===== config.mk =====
export PLATFORM = sky130hd
export DESIGN_NAME = pipe_hazard_ctrl
export DESIGN_NICKNAME = d
export VERILOG_FILES = /design/src/rtl/pipe_hazard_ctrl_pkg.sv /design/src/rtl/pipe_hazard_ctrl_sat_counter.sv /design/src/rtl/pipe_hazard_ctrl.sv
export SDC_FILE = /design/constraint.sdc
export NUM_CORES = 1
export LEC_CHECK = 0
export CAP_MARGIN = 20
export CORE_MARGIN = 3
export CORE_UTILIZATION = 35
export DETAILED_ROUTE_END_ITERATION = 6
export GPL_TIMING_DRIVEN = 0
export PLACE_DENSITY = 0.6
export SETUP_SLACK_MARGIN = 0.05
export SLEW_MARGIN = 10
export SYNTH_ARGS = -nofsm -noshare
export SYNTH_HDL_FRONTEND = slang
export SYNTH_SLANG_ARGS = --single-unit

===== constraint.sdc =====
create_clock -name clk -period 2.95 [get_ports clk]
set_clock_uncertainty 0.15 [all_clocks]
set_input_delay 0.7375 -clock clk [delete_from_list [all_inputs] [get_ports clk]]
set_output_delay 0.7375 -clock clk [all_outputs]
set_load 0.02 [all_outputs]

===== src/rtl/pipe_hazard_ctrl_pkg.sv =====
// Shared pipeline-core types: hazard FSM state and the NOP instruction encoding.
// Imported by the hazard controller and the IF/ID, ID/EX register stages.
package pipe_hazard_ctrl_pkg;

  typedef enum logic [1:0] {
    HZ_RUN      = 2'd0,
    HZ_LU_STALL = 2'd1,
    HZ_MEM_WAIT = 2'd2
  } hz_state_t;

  localparam logic [15:0] NOP_INSTR = 16'h0000;

  localparam int LU_CNT_W = 2;

endpackage


===== src/rtl/pipe_hazard_ctrl_sat_counter.sv =====
// Saturating up-counter with synchronous clear (clear beats increment).
// Latency: count visible the cycle after inc; no backpressure, holds at all-ones.
module sat_counter #(
  parameter int W = 16
) (
  input  logic         clk,
  input  logic         rst_n,
  input  logic         inc,
  input  logic         clr,
  output logic [W-1:0] cnt
);

  logic [W-1:0] cnt_q;
  logic [W-1:0] cnt_d;

  always_comb begin
    cnt_d = cnt_q;
    if (clr) begin
      cnt_d = '0;
    end else if (inc && (cnt_q != {W{1'b1}})) begin
      cnt_d = cnt_q + 1'b1;
    end
  end

  always_ff @(posedge clk or negedge rst_n) begin
    if (!rst_n) begin
      cnt_q <= '0;
    end else begin
      cnt_q <= cnt_d;
    end
  end

  assign cnt = cnt_q;

endmodule


===== src/rtl/pipe_hazard_ctrl.sv =====
// Stage enables, IF/ID flush and ID/EX bubble for the five-stage core; 0-cycle latency.
// Memory busy freezes everything; redirects flush; load-use stalls PC and IF/ID.
module pipe_hazard_ctrl
  import pipe_hazard_ctrl_pkg::*;
#(
  parameter int REG_W           = 3,
  parameter int LU_STALL_CYCLES = 1,
  parameter int CNT_W           = 16
) (
  input  logic             clk,
  input  logic             rst_n,
  input  logic [REG_W-1:0] id_rs,
  input  logic [REG_W-1:0] id_rt,
  input  logic             id_uses_rs,
  input  logic             id_uses_rt,
  input  logic             ex_mem_read,
  input  logic [REG_W-1:0] ex_rd,
  input  logic             mem_busy,
  input  logic             jump,
  input  logic             branch_taken,
  input  logic             cnt_clr,
  output logic             pc_en,
  output logic             ifid_en,
  output logic             idex_en,
  output logic             exmem_en,
  output logic             ifid_flush,
  output logic             idex_bubble,
  output logic [CNT_W-1:0] stall_cycles,
  output logic [CNT_W-1:0] flush_count
);

  localparam logic [LU_CNT_W-1:0] LU_LOAD = LU_CNT_W'(LU_STALL_CYCLES - 1);

  hz_state_t             state_q, state_d;
  hz_state_t             saved_q, saved_d;
  hz_state_t             eff_state;
  logic [LU_CNT_W-1:0]   lu_cnt_q, lu_cnt_d;
  logic                  lu_hit;
  logic                  pc_en_c, ifid_en_c, idex_en_c, exmem_en_c;
  logic                  flush_c, bubble_c;
  logic                  flush_inc;

  assign lu_hit = ex_mem_read && (ex_rd != '0) &&
                  ((id_uses_rs && (id_rs == ex_rd)) || (id_uses_rt && (id_rt == ex_rd)));

  // Leaving MEM_WAIT resumes the saved state in the same cycle.
  assign eff_state = (state_q == HZ_MEM_WAIT) ? saved_q : state_q;

  always_comb begin
    state_d    = state_q;
    saved_d    = saved_q;
    lu_cnt_d   = lu_cnt_q;
    pc_en_c    = 1'b1;
    ifid_en_c  = 1'b1;
    idex_en_c  = 1'b1;
    exmem_en_c = 1'b1;
    flush_c    = 1'b0;
    bubble_c   = 1'b0;
    flush_inc  = 1'b0;

    if (mem_busy) begin
      pc_en_c    = 1'b0;
      ifid_en_c  = 1'b0;
      idex_en_c  = 1'b0;
      exmem_en_c = 1'b0;
      state_d    = HZ_MEM_WAIT;
      if (state_q != HZ_MEM_WAIT) begin
        saved_d = state_q;
      end
    end else if (branch_taken) begin
      flush_c   = 1'b1;
      bubble_c  = 1'b1;
      flush_inc = 1'b1;
      lu_cnt_d  = '0;
      state_d   = HZ_RUN;
    end else if (jump) begin
      flush_c   = 1'b1;
      flush_inc = 1'b1;
      lu_cnt_d  = '0;
      state_d   = HZ_RUN;
    end else if (eff_state == HZ_LU_STALL) begin
      pc_en_c   = 1'b0;
      ifid_en_c = 1'b0;
      bubble_c  = 1'b1;
      lu_cnt_d  = lu_cnt_q - 1'b1;
      state_d   = (lu_cnt_d == '0) ? HZ_RUN : HZ_LU_STALL;
    end else if (lu_hit) begin
      pc_en_c   = 1'b0;
      ifid_en_c = 1'b0;
      bubble_c  = 1'b1;
      lu_cnt_d  = LU_LOAD;
      state_d   = (LU_LOAD == '0) ? HZ_RUN : HZ_LU_STALL;
    end else begin
      state_d = HZ_RUN;
    end
  end

  always_ff @(posedge clk or negedge rst_n) begin
    if (!rst_n) begin
      state_q  <= HZ_RUN;
      saved_q  <= HZ_RUN;
      lu_cnt_q <= '0;
    end else begin
      state_q  <= state_d;
      saved_q  <= saved_d;
      lu_cnt_q <= lu_cnt_d;
    end
  end

  // Reset forces a quiet pipe regardless of state or inputs.
  assign pc_en       = pc_en_c    & rst_n;
  assign ifid_en     = ifid_en_c  & rst_n;
  assign idex_en     = idex_en_c  & rst_n;
  assign exmem_en    = exmem_en_c & rst_n;
  assign ifid_flush  = flush_c    & rst_n;
  assign idex_bubble = bubble_c   & rst_n;

  sat_counter #(.W(CNT_W)) u_stall_cnt (
    .clk   (clk),
    .rst_n (rst_n),
    .inc   (~pc_en),
    .clr   (cnt_clr),
    .cnt   (stall_cycles)
  );

  sat_counter #(.W(CNT_W)) u_flush_cnt (
    .clk   (clk),
    .rst_n (rst_n),
    .inc   (flush_inc),
    .clr   (cnt_clr),
    .cnt   (flush_count)
  );

endmodule

Word level (Yosys, flattened, before mapping)
Index checks and enable logic that the tools add are counted.

Add/sub/neg operators: 3. Equal/unequal tests: 7. Multiplexer cells: 28. Bitwise logic cells: 6. Reductions and logical operators: 14.

Operators with widths (count): two-way mux 16 bit (4); adder 16 x 1 -> 16 bit, second input constant (2); != test 16 bit, second input constant (2); two-way mux 1 bit (18); two-way mux 2 bit (6); == test 3 bit (2); logical AND 1 bit (6); bitwise AND 1 bit (4); AND reduction 2 bit (2); nonzero test 2 bit (2); nonzero test 4 bit (1); nonzero test 3 bit (1); == test 2 x 1 -> 1 bit, second input constant (1); == test 2 bit, second input constant (1); zero test 2 bit (1); != test 2 bit, second input constant (1); NOT 1 bit (2); subtractor 2 x 1 -> 2 bit, second input constant (1); logical OR 1 bit (1).

Bits in registers: 38. Bits of input ports: 18. Output and inout port bits: 38. Logic and storage cells: 63.

Logic depth before layout (Yosys ltp)
Gate-level depths: netlist of the first run.

Depth in word-level cells: 14. Mapped depth: 9.

Cells and area by module
Synthesis of the first run repeated with hierarchy kept, for this count alone.

Cells, all modules: 238. Area total of the unflattened synthesis: 2278.4 um^2.

Modules (own cells, without submodules): sat_counter (times used 2, cells each 98, area each 942.2 um^2, sequential area each 400.4 um^2); pipe_hazard_ctrl (times used 1, cells each 42, area each 394.1 um^2, sequential area each 150.1 um^2).

Worst setup path after synthesis of the first run
OpenSTA, ideal clock, no wires.

Path type: input to output. Start: input ex_rd[0]. End: output pc_en. Data arrival time: 1.901 ns. Required time: 2.062 ns. Setup slack: 0.162 ns. Stages on the path: 5. Path through: o31ai_1 > a21oi_1 > nor3_1 > o21a_1 > buf_4.

Cells in the longest elaborated chain, start to end: 10. Elaborated cells between the ends (all ways): 14. Classes of those cells: 2 x eq/ne; 5 x mux; 1 x bitwise; 6 x reduce/logical.

Ends and longest elaborated chain: start, declared (RTL line pipe_hazard_ctrl.sv:17) `input logic [REG_W-1:0] ex_rd,`; == test 3 bit (RTL line pipe_hazard_ctrl.sv:44) `((id_uses_rs && (id_rs == ex_rd)) || (id_uses_rt && (id_rt == ex_rd)));`; logical AND 1 bit (RTL line pipe_hazard_ctrl.sv:44); logical OR 1 bit (RTL line pipe_hazard_ctrl.sv:44); logical AND 1 bit * (RTL line pipe_hazard_ctrl.sv:43) `assign lu_hit = ex_mem_read && (ex_rd != '0) &&`; two-way mux 1 bit * (5 in a row); bitwise AND 1 bit *; end, declared (RTL line pipe_hazard_ctrl.sv:22) `output logic pc_en,`.

Mark *: on every way between the ends. The rest lies on a longest branch, timed or not.

Worst setup path after layout of the first run
Start: input id_rs[0]. End: output pc_en.

Cells in the longest elaborated chain, start to end: 10.

Ends and longest elaborated chain: start, declared (RTL line pipe_hazard_ctrl.sv:12) `input logic [REG_W-1:0] id_rs,`; == test 3 bit (RTL line pipe_hazard_ctrl.sv:44); logical AND 1 bit (RTL line pipe_hazard_ctrl.sv:44); logical OR 1 bit (RTL line pipe_hazard_ctrl.sv:44); logical AND 1 bit (RTL line pipe_hazard_ctrl.sv:43); two-way mux 1 bit (RTL line pipe_hazard_ctrl.sv:87) `end else if (lu_hit) begin`; two-way mux 1 bit (RTL line pipe_hazard_ctrl.sv:81) `end else if (eff_state == HZ_LU_STALL) begin`; two-way mux 1 bit (RTL line pipe_hazard_ctrl.sv:76) `end else if (jump) begin`; two-way mux 1 bit (RTL line pipe_hazard_ctrl.sv:70) `end else if (branch_taken) begin`; two-way mux 1 bit (RTL line pipe_hazard_ctrl.sv:61) `if (mem_busy) begin`; bitwise AND 1 bit (RTL line pipe_hazard_ctrl.sv:111) `assign pc_en = pc_en_c & rst_n;`.

No other way between the ends.

==> impl_metrics.tcl, run 1 <==
set metrics [dict create \
    drt_iter0_markers 82 \
    io_buffers 54 \
    cts_root_buf "clkbuf_8" \
    slowest_delay_ps 240 \
    numClockSinks 38 \
    synthCells 225 \
    yosys.area_share.adder_pct 1.79 \
    cp-end-kind "primary output" \
    placementRows 27 \
    syn_area_mm2 0.00210 \
    antenna_found_initial 0 \
    most-common-layout-cells "dfrtp_1, clkdlybuf4s50_1, nor2_1" \
    slew_headroom_pct 53.7 \
    worstSkewPairLatency_ps 280 \
    reg2reg_to "u_stall_cnt.cnt[1]" \
    synth_warnings 0 \
    finalHoldWorstSlack_ps 124 \
    synth_simple_gate_area_share_pct 27.3 \
    grt_pass1_wl_um 9140 \
    hold_viol 0 \
    combPwrFrac_pct 14.1 \
    drt-vias-per-instance 5.29 \
    hp-class "input port to asynchronous set/reset pin" \
    htree_num_levels 2 \
    p_seq_share_pct 52.1 \
    power.density_mw_per_mm2 358 \
    path_max_fanout 3 \
    first_pass_iters 4 \
    ys_seq_area_share_pct 45.4 \
    path_clk_slew_ps 70 \
    fillCellCount 508 \
    drc 0 \
    vdd_drop_max_v 0.000181 \
    cp-start-kind "input port" \
    io_pins 56 \
    p_int_w 0.000776 \
    initial_core_util_pct 37.1 \
    max_cap_violations 0 \
    cts_buffers 5 \
    ys_types 35 \
    clock_tree.buffer_depth 2 \
    avgSynthCellArea_um2 9.31 \
    ys_ff_latch 38 \
    overflow 0 \
    power.leakage_nw 1.15 \
    drive_gt1_share_pct 13.4 \
    required_ps 2060 \
    fmax_mhz 348 \
    final.setup.tns_ps 0 \
    synthXorXnorAreaFrac_pct 8.36 \
    syn-num-nets 246 \
    coreArea_mm2 0.00564 \
    cts_tree "built" \
    ff_latch_area_um2 951 \
    r2r_slack_ps 480 \
    globalplace.congestion 0.798 \
    cpLargestDelayFamily "buffers and inverters" \
    rsz0062_at_grt "true" \
    wl_per_cell_um 14.6 \
    crit_chain "dlygate4sd2_1, xnor2_1, nand4_1, a21oi_2, nor3_4, o21a_1, buf_4, buf_6" \
    multi_input_area_mm2 0.00113 \
    fin_crit_sh_pct 97.4 \
    syn_to_final_growth_pct 38.0 \
    track_usage_pct 15.8 \
    clkPwrFrac_pct 33.8 \
    r2r_cells 9 \
    grt_max_degree 36 \
    die_h_um 83.4 \
    synth_compound_area_share_pct 13.3 \
    wirelength_um 5320 \
    fin_cells 364 \
    slew_viol_final 0 \
    die_w_um 83.4 \
    dp_hpwl_um 3810 \
    synthMuxAreaShare_pct 1.01 \
    critical-path-slowest-cell "dlygate4sd2_1" \
    tightest_slew_ps 688 \
    final_util_pct 51.3 \
    worstSetupPathType "input port to primary output" \
    synth_top_family_by_area "simple AND/OR/NAND/NOR gates" \
    cp_data_arrival_time_ps 1980 \
    outcome "completed" \
    reg2reg_from "u_stall_cnt.cnt[0]" \
    p_sw_w 0.000260 \
    diodes 0 \
    setup_viol 0 \
    via_count 1926 \
    post-place-cells 352 \
    switching_share_pct 25.1 \
    p_total_w 0.00104 \
    grt_pass1_vias 1830 \
    fin_nets 314 \
    critPathBufInv 3 \
    ant_nets 0 \
    period_minus_slack_ps 2870 \
    mostFrequentLayoutCell "dfrtp_1" \
    die_area_mm2 0.00695 \
]
[power by group through the flow]
stage                     Clock [W]  Combinational [W]  Sequential [W]
final                      0.000350           0.000146        0.000540
after global routing       0.000383           0.000161        0.000541
after CTS                  0.000363           0.000145        0.000540
after detailed placement          0           0.000142        0.000550
after global placement            0           0.000138        0.000550
after floorplan                   0          0.0000595        0.000556
[per-stage QoR]
step	setup WS, ps	instance area (µm²)
2_1_floorplan	162	2100
3_3_place_gp	-1890	2730
3_5_place_dp	-956	2740
4_1_cts	35.1	2870
5_1_grt	0.0331	2890
6_report	78.1	2890
[routing by layer]
metal	global-route usage (%)	up-vias	wire, µm
met2	23.5	55	2330
met1	23.1	919	2710
li1	-	948	-
met5	0	-	0
met3	3.57	4	255
met4	4.01	0	31
[synth_stat cells (all sizes together)]
library cell / instances / area [µm²]
o21a: 3 / 22.5
o211ai: 1 / 7.51
nor2: 24 / 97.6
nor4: 5 / 46.3
nand4: 9 / 56.3
inv: 2 / 7.51
a22o: 1 / 8.76
ha: 3 / 37.5
dfrtp: 38 / 951
or3: 12 / 75.1
nor2b: 3 / 18.8
mux2i: 1 / 10.0
nor3: 7 / 35.0
o31ai: 3 / 22.5
xor2: 3 / 26.3
clkbuf: 4 / 15.0
and4bb: 1 / 12.5
or2: 2 / 12.5
buf: 5 / 37.5
or4: 2 / 15.0
and3: 3 / 18.8
a21oi: 22 / 110
and2: 4 / 25.0
a2111oi: 1 / 27.5
nand3: 11 / 55.1
mux2: 1 / 11.3
and4: 5 / 43.8
nand2: 16 / 60.1
xnor2: 17 / 149
o21ai: 16 / 80.1
[sequential cells by signal, indices dropped and copies added (netlist names)]
| name | flops |
|---|---|
| state_q | 2 |
| u_stall_cnt.cnt | 16 |
| u_flush_cnt.cnt | 16 |
| lu_cnt_q | 2 |
| saved_q | 2 |
[cells by family after synthesis]
| logic type | Yosys count |
|---|---|
| muxes | 2 |
| adders and majority gates | 3 |
| xor gates and xnor gates | 20 |
| buffers and inverters | 11 |
| and+or+nand+nor | 104 |
| DFF | 38 |
| AOI/OAI and AO/OA | 47 |
[timing repair]
| action | CTS | global route |
|---|---|---|
| resized for setup | 48 | 13 |
| pin swaps | 12 | 12 |
| hold buffers | 0 | 0 |
| setup endpoints to repair | 6 | 5 |
| buffers inserted | 3 | 3 |
[worst register-to-register path: cells and delay by family, from the launching register on]
family | cells | cell delay [ps]
AOI/OAI and AO/OA | 1 | 130
adders and majority gates | 1 | 290
buffers and inverters | 2 | 350
DFF | 1 | 430
muxes | 1 | 200
and+or+nand+nor | 4 | 790
[final cells by class]
cell class	instances	area share, %
timing repair buffer	61	19.9
buffer	9	1.86
inverter	2	0.260
multi-input combinational	176	39.1
clock buffer	6	2.85
sequential	38	32.9
tap	72	3.11
[worst max-delay path by stage]
stage | cells after the start | end | from
floorplan | 5 | pc_en | ex_rd[0]
global placement | 5 | pc_en | rst_n
detailed placement | 7 | pc_en | ex_rd[0]
CTS | 8 | pc_en | ex_rd[1]
global route | 8 | pc_en | id_rs[0]
finish | 8 | pc_en | id_rs[0]
No activity file was read; power rests on OpenSTA's default activity.
==> run 2: changes to the inputs <==
CORE_MARGIN = unset   (was 3)
RECOVER_POWER = 25   (was unset)
==> run 2 against run 1 <==
Net effect:
- via count shrank 0.67%
- clock power grew 6.9%
- global-route usage rose by 1.6 points
- first-iteration DRC count fell by 15%
- total power is 2.2% higher
- fmax about the same
- sequential share of layout area up 0.10 points
- largest power group unchanged
- highest routed layer unchanged
==> impl_metrics.tcl, run 2 (synthesis results as in run 1) <==
set metrics [dict create \
    grt_pass1_vias 1822 \
    power.density_mw_per_mm2 367 \
    wl_per_cell_um 14.0 \
    reg2reg_to "u_stall_cnt.cnt[1]" \
    antenna_found_initial 0 \
    drive_gt1_share_pct 15.3 \
    htree_num_levels 2 \
    outcome "completed" \
    die_w_um 79.4 \
    path_clk_slew_ps 80 \
    crit_chain "buf_2, xnor2_2, nand4_1, a21oi_2, nor3_4, o21a_1, buf_4, buf_6" \
    highest_layer "met4" \
    fillCellCount 546 \
    dp_hpwl_um 3640 \
    ant_nets 0 \
    p_total_w 0.00106 \
    fin_crit_sh_pct 97.3 \
    cts_root_buf "clkbuf_8" \
    wirelength_um 5140 \
    setup.worst_path.start "ex_rd[0]" \
    p_int_w 0.000783 \
    critical_path.endpoint "pc_en" \
    drt_iter0_markers 70 \
    switching_share_pct 26.1 \
    fin_cells 366 \
    tightest_slew_ps 637 \
    mostFrequentLayoutCell "dfrtp_1" \
    p_seq_share_pct 50.9 \
    reg2reg_from "u_stall_cnt.cnt[0]" \
    path_max_fanout 3 \
    numClockSinks 38 \
    cpLargestDelayFamily "compound AO/OA/AOI/OAI gates" \
    hold_viol 0 \
    track_usage_pct 17.4 \
    clkPwrFrac_pct 35.3 \
    cp.depth 8 \
    most-common-layout-cells "dfrtp_1, clkdlybuf4s50_1, nor2_1" \
    die_area_mm2 0.00630 \
    dr_wl_met2_um 2390 \
    combPwrFrac_pct 13.8 \
    cp_data_arrival_time_ps 1980 \
    fmax_mhz 348 \
    required_ps 2060 \
    p_sw_w 0.000276 \
    power.leakage_nw 1.15 \
    cp-start-kind "input port" \
    post-place-cells 352 \
    drc 0 \
    globalplace.congestion 0.815 \
    hp-class "input port to asynchronous set/reset pin" \
    slowest_delay_ps 260 \
    wl_met3_um 254 \
    syn_to_final_growth_pct 37.6 \
    period_minus_slack_ps 2870 \
    worstSkewPairLatency_ps 290 \
    fin_nets 314 \
    overflow 0 \
    diodes 0 \
    slew_headroom_pct 57.1 \
    cts_buffers 5 \
    max_cap_violations 0 \
    clock_tree.buffer_depth 2 \
    setup_viol 0 \
    vdd_drop_max_v 0.000252 \
    io_pins 56 \
    r2r_slack_ps 510 \
    cts_tree "built" \
    grt_max_degree 32 \
    wl_met1_um 2440 \
    r2r_cells 9 \
    placed_cell_area_mm2 0.00274 \
    postLayoutCellArea_mm2 0.00288 \
    fin_ws_ps 79.0 \
    via_count 1913 \
    die_h_um 79.4 \
    critical-path-slowest-cell "a21oi_2" \
    grt_pass1_wl_um 8630 \
    final_util_pct 51.1 \
    rsz0062_at_grt "false" \
    placementRows 27 \
    drt-vias-per-instance 5.23 \
    cp-end-kind "primary output" \
    worstSetupPathType "input port to primary output" \
    slew_viol_final 0 \
    pre_cts_slack_ps -955 \
    coreArea_mm2 0.00564 \
    critPathBufInv 3 \
    first_pass_iters 5 \
    initial_core_util_pct 37.1 \
    io_buffers 54 \
]
run 2: changes by cell type in the layout (fill, tap and decap cells not counted):
cell             before  now
clkbuf_2              3    7
xnor2_1              16   15
clkdlybuf4s15_1       5    2
buf_6                 4    3
clkinv_2              0    1
dlygate4sd2_1         4    3
xnor2_2               1    2
clkbuf_1              3    4
buf_2                 4    5
run 2: power by group through the flow:
stage | combinational [W] | clock [W] | sequential (W)
2_1_floorplan | 0.0000595 | 0 | 0.000556
3_3_place_gp | 0.000138 | 0 | 0.000550
3_5_place_dp | 0.000142 | 0 | 0.000549
4_1_cts | 0.000145 | 0.000387 | 0.000539
5_1_grt | 0.000159 | 0.000412 | 0.000541
6_report | 0.000146 | 0.000374 | 0.000539
run 2: area by class of cell:
| cell class | count | area, µm² | share of cell area [%] |
|---|---|---|---|
| plain buffers | 9 | 53.8 | 1.87 |
| clock buffers | 7 | 86.3 | 2.99 |
| clock inverters | 1 | 5.00 | 0.174 |
| inverters | 2 | 7.51 | 0.260 |
| multi-input cells | 176 | 1140 | 39.5 |
| flip-flops and latches | 38 | 951 | 33.0 |
| well taps | 72 | 90.1 | 3.12 |
| repair buffers | 61 | 552 | 19.1 |
run 2: worst reg2reg max path: cells and delay by family (launching register included):
family | cells | cell delay [ps]
mux | 1 | 220
simple gates | 4 | 790
buf+inv | 2 | 350
fa+ha+maj | 1 | 260
flops | 1 | 420
compound gates | 1 | 130
run 2: metal layers:
layer  vias up  GRT usage, %
met5         -             0
met4         0          4.36
met3         6          3.54
met2        54          27.4
met1       900          24.3
li1        953             -
run 2: through the flow:
step,hold slack (ps),setup TNS [ps]
finish,150,0
CTS,149,0
floorplan,292,0
global route,152,0
detailed placement,329,-5780
global placement,320,-33610
run 2: worst min path at each step:
stage                startpoint                  end
finish                    rst_n  u_stall_cnt.cnt[12]
global route              rst_n  u_stall_cnt.cnt[12]
CTS                       rst_n  u_stall_cnt.cnt[12]
detailed placement   saved_q[0]           saved_q[0]
global placement    lu_cnt_q[0]          lu_cnt_q[0]
floorplan                 rst_n          lu_cnt_q[0]
run 2: timing repair:
item                       4_1_cts  5_1_grt
pin swaps                       12       10
hold buffers                     0        0
resized for setup               50       15
setup endpoints to repair        6        5
buffers inserted                 4        2
==> run 3: changes to the inputs <==
ABC_AREA = 1   (was unset)
PLACE_DENSITY = 0.58   (was 0.6)
==> run 3 against run 2 <==
Net effect:
- wire length grew 23%
- clock power shrank 3%
- hold slack gained 39 ps
- via count grew 27%
- core utilization shrank 2.4 points
- total power shrank 1.8%
- synthesized cell count grew 51%
- first-iteration DRC count grew 89%
- largest cell class unchanged
==> impl_metrics.tcl, run 3 <==
set metrics [dict create \
    outcome "completed" \
    synthTopCellsByArea "dfrtp_1, nand2_1, inv_1" \
    pre_cts_slack_ps -998 \
    track_usage_pct 19.0 \
    async_reset_ff_share_pct 100 \
    cp-start-kind "input port" \
    hold_viol 0 \
    p_total_w 0.00104 \
    io_pins 56 \
    power.density_mw_per_mm2 329 \
    mostFrequentLayoutCell "nand2_1" \
    first_pass_iters 4 \
    diodes 0 \
    slew_viol_final 0 \
    via_count 2425 \
    overflow 0 \
    ys_types 27 \
    synth_common_cells "nand2_1, inv_1, nor2_1, dfrtp_1, nand3_1" \
    grt_pass1_vias 2271 \
    path_clk_slew_ps 70 \
    yosys.area.top_type "dfrtp_1" \
    syn_area_mm2 0.00241 \
    drc 0 \
    drt_iter0_markers 132 \
    fin_ws_ps 146 \
    most-common-layout-cells "nand2_1, nor2_1, inv_1" \
    hp-class "input port to asynchronous set/reset pin" \
    worstSetupPathType "input port to primary output" \
    initial_core_util_pct 37.1 \
    antenna_found_initial 0 \
    cp_data_arrival_time_ps 1920 \
    drive_gt1_share_pct 9.61 \
    synth.most_common_cell "nand2_1" \
    ys_seq_area_share_pct 39.4 \
    grt_pass1_wl_um 11000 \
    fin_nets 428 \
    wirelength_um 6320 \
    hold_buffers 0 \
    cp-end-kind "primary output" \
    fin_crit_sh_pct 95.0 \
    final.setup.tns_ps 0 \
    power.leakage_nw 1.53 \
    syn_to_final_growth_pct 31.3 \
    ant_nets 0 \
    clock_tree.buffer_depth 2 \
    die_w_um 85 \
    rsz0062_at_grt "false" \
    dp_hpwl_um 4670 \
    final_util_pct 48.7 \
    coreArea_mm2 0.00649 \
    path_max_fanout 4 \
    cts_buffers 5 \
    avgSynthCellArea_um2 7.09 \
    cts_tree "built" \
    worstSkewPairLatency_ps 290 \
    ys_ff_latch 38 \
    htree_num_levels 2 \
    synth_edf_count 0 \
    synthFlopType "dfrtp_1" \
    fmax_mhz 357 \
    vdd_drop_max_v 0.000180 \
    max_cap_violations 0 \
    synthCells 340 \
    syn-num-nets 361 \
    numClockSinks 38 \
    die_area_mm2 0.00723 \
    io_buffers 55 \
    synth_warnings 0 \
    cts_root_buf "clkbuf_8" \
    grt_max_degree 25 \
    tightest_slew_ps 1330 \
    globalplace.congestion 0.862 \
    die_h_um 85 \
    setup_viol 0 \
    ff_latch_area_um2 951 \
    required_ps 2060 \
    fillCellCount 659 \
    drt-vias-per-instance 5.02 \
    placementRows 29 \
    period_minus_slack_ps 2800 \
    yosys.area.top_type_share_pct 39.4 \
    wl_per_cell_um 13.1 \
    slew_headroom_pct 11.1 \
    multi_input_area_mm2 0.00124 \
    finalHoldWorstSlack_ps 189 \
]
==> run 3: critical path, cell delays in order <==
cell             delay [ps]
clkdlybuf4s50_1         410
nor2_1                  260
nand2_2                 110
nand2_4                 110
inv_4                    40
buf_4                   120
buf_6                   120
==> run 3: logic make-up after synthesis <==
kind of cell	count (synthesis)	share of synthesized area, %
compound gates	28	6.64
xor+xnor	16	5.81
fa+ha+maj	3	1.56
buf+inv	57	9.70
flops	38	39.4
simple gates	198	36.8
==> run 3: what timing repair did <==
action | in CTS | in global routing
pin swaps | 10 | 10
setup buffers | 3 | 2
resized for setup | 45 | 4
endpoints found under the setup margin | 6 | 3
==> run 3: final cells by class <==
cell class / instances / share of cell area (%)
Multi-Input combinational cell: 245 / 39.1
Sequential cell: 38 / 30.0
Timing Repair Buffer: 61 / 17.9
Inverter: 48 / 5.77
Tap cell: 77 / 3.04
Clock buffer: 6 / 2.61
Buffer: 8 / 1.54
==> run 3: metal layers <==
metal	wire length [µm]	track usage, %
met4	77	5.39
met3	345	4.28
met1	3120	26.7
met2	2770	29.4
met5	0	0
==> run 3: power breakdown <==
group | switching, W | internal, W | total, W
Sequential | 0.00000824 | 0.000527 | 0.000535
Clock | 0.000183 | 0.000180 | 0.000364
Combinational | 0.0000859 | 0.0000549 | 0.000141
Total | 0.000278 | 0.000763 | 0.00104
==> run 3: path summary, 6_finish.rpt <==
check                                    from             endpoint  slack [ps]  depth (start not counted)
max in group asynchronous               rst_n   u_flush_cnt.cnt[6]         910                          2
setup reg to reg           u_stall_cnt.cnt[0]  u_stall_cnt.cnt[10]         840                          9
hold / removal                          rst_n   u_flush_cnt.cnt[4]         190                          1
min in group clk                  lu_cnt_q[0]          lu_cnt_q[0]         340                          1
setup / recovery                         jump                pc_en         150                          7
hold reg to reg                   lu_cnt_q[0]          lu_cnt_q[0]         340                          1
==> run 3: metrics by stage <==
step                      cell area, µm²  instances
final                               3170        483
after global routing                3170        483
after CTS                           3190        482
after detailed placement            3070        473
after global placement              3060        472
after floorplan                     2410        340
